`config.mk`:
```
export PLATFORM = sky130hd
export DESIGN_NAME = word_assembler_flat
export DESIGN_NICKNAME = d
export VERILOG_FILES = /design/src/rtl/word_assembler_if.sv /design/src/rtl/word_assembler.sv /design/src/flat_wrapper.sv
export SDC_FILE = /design/constraint.sdc
export NUM_CORES = 1
export LEC_CHECK = 0
export BUFFER_PORTS_ARGS = -buffer_cell sky130_fd_sc_hd__buf_2
export CORE_MARGIN = 3
export CORE_UTILIZATION = 61
export CTS_BUF_LIST = sky130_fd_sc_hd__clkbuf_4
export CTS_CLUSTER_SIZE = 28
export DETAILED_ROUTE_END_ITERATION = 7
export PLACE_DENSITY = 0.89
export SYNTH_ARGS = -nofsm -noshare
export SYNTH_HDL_FRONTEND = slang
export SYNTH_SLANG_ARGS = --single-unit
```
`constraint.sdc`:
```
create_clock -name clk -period 4.4 [get_ports clk]
set_clock_uncertainty 0.1 [all_clocks]
set_input_delay 0.66 -clock clk [delete_from_list [all_inputs] [get_ports clk]]
set_output_delay 0.66 -clock clk [all_outputs]
set_load 0.02 [all_outputs]
```
`src/rtl/word_assembler_if.sv`:
```
// Byte-in / word-out handshake bundle for word_assembler.
`default_nettype none

interface word_assembler_if #(
  parameter int DATA_W = 32,
  parameter int BYTE_W = 8
);
  logic              in_valid;
  logic              in_ready;
  logic [BYTE_W-1:0] in_byte;
  logic              in_last;
  logic              flush;
  logic              out_valid;
  logic              out_ready;
  logic [DATA_W-1:0] out_word;
  logic [2:0]        out_count;

  modport master (
    output in_valid, in_byte, in_last, flush, out_ready,
    input  in_ready, out_valid, out_word, out_count
  );

  modport slave (
    input  in_valid, in_byte, in_last, flush, out_ready,
    output in_ready, out_valid, out_word, out_count
  );
endinterface

`default_nettype wire

```
`src/rtl/word_assembler.sv`:
```
// ============================================================================
// word_assembler : packs a byte stream little-endian into DATA_W-bit words
// Revision       : 1.0
// ============================================================================
`default_nettype none

module word_assembler #(
  parameter int DATA_W = 32,
  parameter int BYTE_W = 8
) (
  input  logic            clk,
  input  logic            rst_n,
  word_assembler_if.slave bus
);
  localparam int LANES = DATA_W / BYTE_W;
  localparam int CNT_W = (LANES > 1) ? $clog2(LANES) : 1;
  localparam logic [CNT_W-1:0] LAST_LANE = CNT_W'(LANES - 1);

  logic [CNT_W-1:0]  cnt;
  logic [DATA_W-1:0] acc;
  logic [DATA_W-1:0] merged;
  logic [DATA_W-1:0] out_word;
  logic [2:0]        out_count;
  logic              out_valid;
  logic              in_ready;
  logic              accept;
  logic              complete;

  // Ready never looks at in_valid/in_last, so no combinational loop upstream.
  assign in_ready = !bus.flush && (!out_valid || bus.out_ready);
  assign accept   = bus.in_valid && in_ready;
  assign complete = accept && (bus.in_last || (cnt == LAST_LANE));

  always_comb begin
    merged = acc;
    for (int k = 0; k < LANES; k++) begin
      if (k == int'(cnt)) begin
        merged[k*BYTE_W +: BYTE_W] = bus.in_byte;
      end else if (k > int'(cnt)) begin
        merged[k*BYTE_W +: BYTE_W] = '0;
      end
    end
  end

  always_ff @(posedge clk or negedge rst_n) begin
    if (!rst_n) begin
      cnt       <= '0;
      acc       <= '0;
      out_word  <= '0;
      out_count <= '0;
      out_valid <= 1'b0;
    end else begin
      // A completion later in this block overrides the pop, so back-to-back words have no bubble.
      if (out_valid && bus.out_ready) begin
        out_valid <= 1'b0;
      end
      if (bus.flush) begin
        cnt <= '0;
        acc <= '0;
      end else if (complete) begin
        out_word  <= merged;
        out_count <= 3'(cnt) + 3'd1;
        out_valid <= 1'b1;
        cnt       <= '0;
        acc       <= '0;
      end else if (accept) begin
        acc <= merged;
        cnt <= cnt + CNT_W'(1);
      end
    end
  end

  assign bus.in_ready  = in_ready;
  assign bus.out_valid = out_valid;
  assign bus.out_word  = out_word;
  assign bus.out_count = out_count;

endmodule

`default_nettype wire
```
`src/flat_wrapper.sv`:
```
// flat-port wrapper written by rule: the top's interface ports become plain ports
module word_assembler_flat 
#(
  parameter int DATA_W = 32,
  parameter int BYTE_W = 8
)
  (clk, rst_n, bus_in_valid, bus_in_byte, bus_in_last, bus_flush, bus_out_ready, bus_in_ready, bus_out_valid, bus_out_word, bus_out_count);
  word_assembler_if #(.DATA_W(DATA_W), .BYTE_W(BYTE_W)) bus_i ();
  input  logic clk;
  input  logic rst_n;
  input wire logic [$bits(bus_i.in_valid)-1:0] bus_in_valid;
  input wire logic [$bits(bus_i.in_byte)-1:0] bus_in_byte;
  input wire logic [$bits(bus_i.in_last)-1:0] bus_in_last;
  input wire logic [$bits(bus_i.flush)-1:0] bus_flush;
  input wire logic [$bits(bus_i.out_ready)-1:0] bus_out_ready;
  output wire logic [$bits(bus_i.in_ready)-1:0] bus_in_ready;
  output wire logic [$bits(bus_i.out_valid)-1:0] bus_out_valid;
  output wire logic [$bits(bus_i.out_word)-1:0] bus_out_word;
  output wire logic [$bits(bus_i.out_count)-1:0] bus_out_count;
  assign bus_i.in_valid = bus_in_valid;
  assign bus_i.in_byte = bus_in_byte;
  assign bus_i.in_last = bus_in_last;
  assign bus_i.flush = bus_flush;
  assign bus_i.out_ready = bus_out_ready;
  assign bus_in_ready = bus_i.in_ready;
  assign bus_out_valid = bus_i.out_valid;
  assign bus_out_word = bus_i.out_word;
  assign bus_out_count = bus_i.out_count;
  word_assembler #(.DATA_W(DATA_W), .BYTE_W(BYTE_W)) u_core (.clk(clk), .rst_n(rst_n), .bus(bus_i));
endmodule
```
==> metrics list <==
- Max-cap violations in this run came to 0.
- Timing would allow up to roughly 360 MHz.
- The first detailed-routing pass ran for 5 iterations.
* Post-route antenna net violation count: 0
- The Yosys step of the flow raised 0 warnings.
- Compared with the post-synthesis result, the final layout area differs by 13.5%.
- Avg Inst Size Synth: approximately 13 µm²
- In this run the power density over the cells is between 300 and 400 nW/µm².
- CTS HTree Levels: 3
- The via count of the first global-routing pass came to ~1800.
- In this run the standard cell core region covers slightly above 4000 µm².
- Maximum clock insertion buffer count: 2
- Max-Slew Margin vs Limit: 0.322
* Fill cell instance count of the final layout: ~280
- Overall Global Routing Usage: 0.241
* Clock transition time at the flip-flop clock pins of the worst setup and hold paths: around 0.10 ns
- By instance count, the leading cell after synthesis is sky130_fd_sc_hd__dfrtp_1.
* Via count: 1998
* Final Hold Fails: 0
* Status: finished, final reports clean
- Width of the chip: ~73 µm
- Flop2flop setup slack: between 1.5 and 2 ns
* Standard-cell rows: 23
* Share of post-route cells with drive strength above 1: 0.308
- Overall die area: between 5000 and 6000 µm²
- The repair_antennas step left the layout with diodes totalling 0.
- Pin count of the biggest net entering global routing: 45
* CTS Root Cell: sky130_fd_sc_hd__clkbuf_4
- Final net count: between 200 and 300
* Count of final max-slew check failures: 0
- The share of the Yosys chip area taken by registers is 0.568.
- For this configuration, the core starts out at a cell density of 0.659.
- Post-placement worst setup slack: about 1.4 ns
- The total overflow left after global routing is 0.
* CTS hold repair buffers: 0
* Main flop type after synthesis: sky130_fd_sc_hd__dfrtp_1
- Post-Route Setup TNS: 0 ns
- Number of synthesized flops with an enable pin: 0
* Number of antenna violations at the first check in global routing: 0
- Number of synthesized register bits: 62
* Post-CTS resize count: 0
- Yosys top cell by area: sky130_fd_sc_hd__dfrtp_1
- Counting every net in the synthesized netlist gives around 220.
- IR analysis of the VDD net gives a maximum drop of around 0.27 mV.
- Routability cong.: around 0.86
* Top cells by area, synth: sky130_fd_sc_hd__dfrtp_1 57%, sky130_fd_sc_hd__a32o_1 12%, sky130_fd_sc_hd__a22o_1 5.5%, sky130_fd_sc_hd__mux2_1 4.1%, sky130_fd_sc_hd__mux2i_1 2.9%
* Drt via density: about 6.6
- Static leakage: 0.00155 µW
* Number of different library cells in the post-synthesis netlist: 30
- TritonCTS created 9 clock buffers.
* Ports placed on the boundary: between 50 and 60
* Proportion of register bits with asynchronous set or reset after synthesis: 1.00
* Number of design rule violations left after detail routing: 0
- Input and output buffers added on the ports amount to 50.
- Of all nets on the critical path, the largest fanout is 25.
- CTS tree: done
- In the finished design, the share of the clock period the worst path needs comes to 0.625.
- For the worst setup path, the data arrival time is 2.93 ns.
- Later-pin clock latency in the skew report: approximately 0.40 ns
- Post-CTS Setup Bufs: 0
- Global-route wire length before repair: 9520 µm
- STA puts the critical path data required time at between 4 and 5 ns.
* Detailed Route WL: around 5900 µm
- Setup repair after global routing missed its margin: false
- Counting every instance in the synthesized netlist gives about 200.
- # setup viols final: 0
* Type of the worst min-delay path: input pin to asynchronous set/reset pin
* Slew at the pin closest to its max-slew limit: 1.02 ns
* Cell Area, Synth: between 2000 and 3000 µm²
- CP Launch Type: flop
- After synthesis, the most frequently instantiated cells are 62 x sky130_fd_sc_hd__dfrtp_1, 32 x sky130_fd_sc_hd__a32o_1, 17 x sky130_fd_sc_hd__a22o_1, 11 x sky130_fd_sc_hd__a21oi_1, 10 x sky130_fd_sc_hd__mux2_1.
- The share of synthesized area in the top cell type comes to 0.568.
* Estimated wirelength of the detail-placed design: approximately 3900 µm
* Clock net sink count: between 60 and 70
* CP Class: flop to flop
- Final routed wire length divided by cell count: between 15 and 20 µm
- After layout, the worst setup slack is 1.65 ns.
- The floorplan step set the die height to 72.9 µm.
- The worst path needs 2.75 ns of the cycle, external delays included.
- Endpoint kind of the worst setup timing path: flop
* Initial DRC count: about 160
[routing by layer]
layer  track usage  up-vias  wire length [µm]
met5             0        -                 0
met4        0.0820        0                92
met3        0.0592       11               432
met2         0.381       81              2900
met1         0.329     1007              2520
li1              -      899                 -
[worst paths after layout]
check,start,depth (start not counted),to
setup / recovery,u_core.cnt[1],4,u_core.bus.out_word[8]
hold / removal,rst_n,1,u_core.bus.out_word[17]
setup reg to reg,u_core.cnt[1],4,u_core.bus.out_word[8]
hold reg to reg,u_core.bus.out_word[20],1,u_core.bus.out_word[20]
max in group asynchronous,rst_n,2,u_core.bus.out_word[5]
min in group clk,u_core.bus.out_word[20],1,u_core.bus.out_word[20]
[power by group]
part,internal [µW],switching [µW]
Sequential,602,18.0
Combinational,61.4,124
Clock,182,195
[stage by stage]
stage | instances | instance area [µm²] | power (µW) | hold slack (ns) | util
floorplan | 203 | 2730 | 740 | 0.264 | -
finish | 303 | 3100 | 1180 | 0.0816 | 0.748
detailed placement | 287 | 2970 | 815 | 0.370 | 0.716
global route | 303 | 3100 | 1230 | 0.0864 | 0.748
CTS | 303 | 3100 | 1190 | 0.0866 | 0.748
global placement | 287 | 2970 | 811 | 0.363 | 0.716
[cells by family (layout without fill, tap and decap cells)]
| family | Yosys count | in the layout | synth area share |
|---|---|---|---|
| multiplexers | 25 | 25 | 0.0995 |
| adder cells (fa/ha/maj) | 4 | 4 | 0.0183 |
| flip-flops | 62 | 62 | 0.568 |
| AO/OA/AOI/OAI | 74 | 74 | 0.237 |
| buffers and inverters | 20 | 70 | 0.0362 |
| AND/OR/NAND/NOR | 18 | 18 | 0.0403 |
[layout make-up]
class	instances	area (µm²)	share of cell area
clock buffers	11	82.6	0.0266
flip-flops and latches	62	1550	0.501
clock inverters	5	50.0	0.0161
well taps	50	62.6	0.0202
inverters	2	7.51	0.00242
multi-input cells	121	1080	0.348
repair buffers	52	265	0.0856
[state kept, by name, indices dropped and copies added (netlist names)]
register	flops
u_core.acc	24
u_core.bus.out_count	3
u_core.bus.out_valid	1
u_core.bus.out_word	32
u_core.cnt	2
[worst max-delay path: stages (launching register included)]
cell                      delay, ns
sky130_fd_sc_hd__dfrtp_1       0.44
sky130_fd_sc_hd__ha_1          0.48
sky130_fd_sc_hd__or2_2         0.33
sky130_fd_sc_hd__and3_1        0.88
sky130_fd_sc_hd__mux2_2        0.41
[layout by cell type (no fill, tap or decap), drive strengths merged]
cell type,count
a211oi,1
a21oi,11
a22o,17
a31oi,12
a32o,32
and3,1
buf,52
bufinv,1
clkbuf,11
clkinv,3
clkinvlp,1
dfrtp,62
ha,4
inv,2
mux2,17
mux2i,8
nand2,1
nand2b,2
nand3,2
nor2,3
nor2b,3
nor3,1
nor3b,1
o21ai,1
or2,1
or3,1
or4,1
or4b,1
Note: power is estimated with default switching activity, not from simulation.
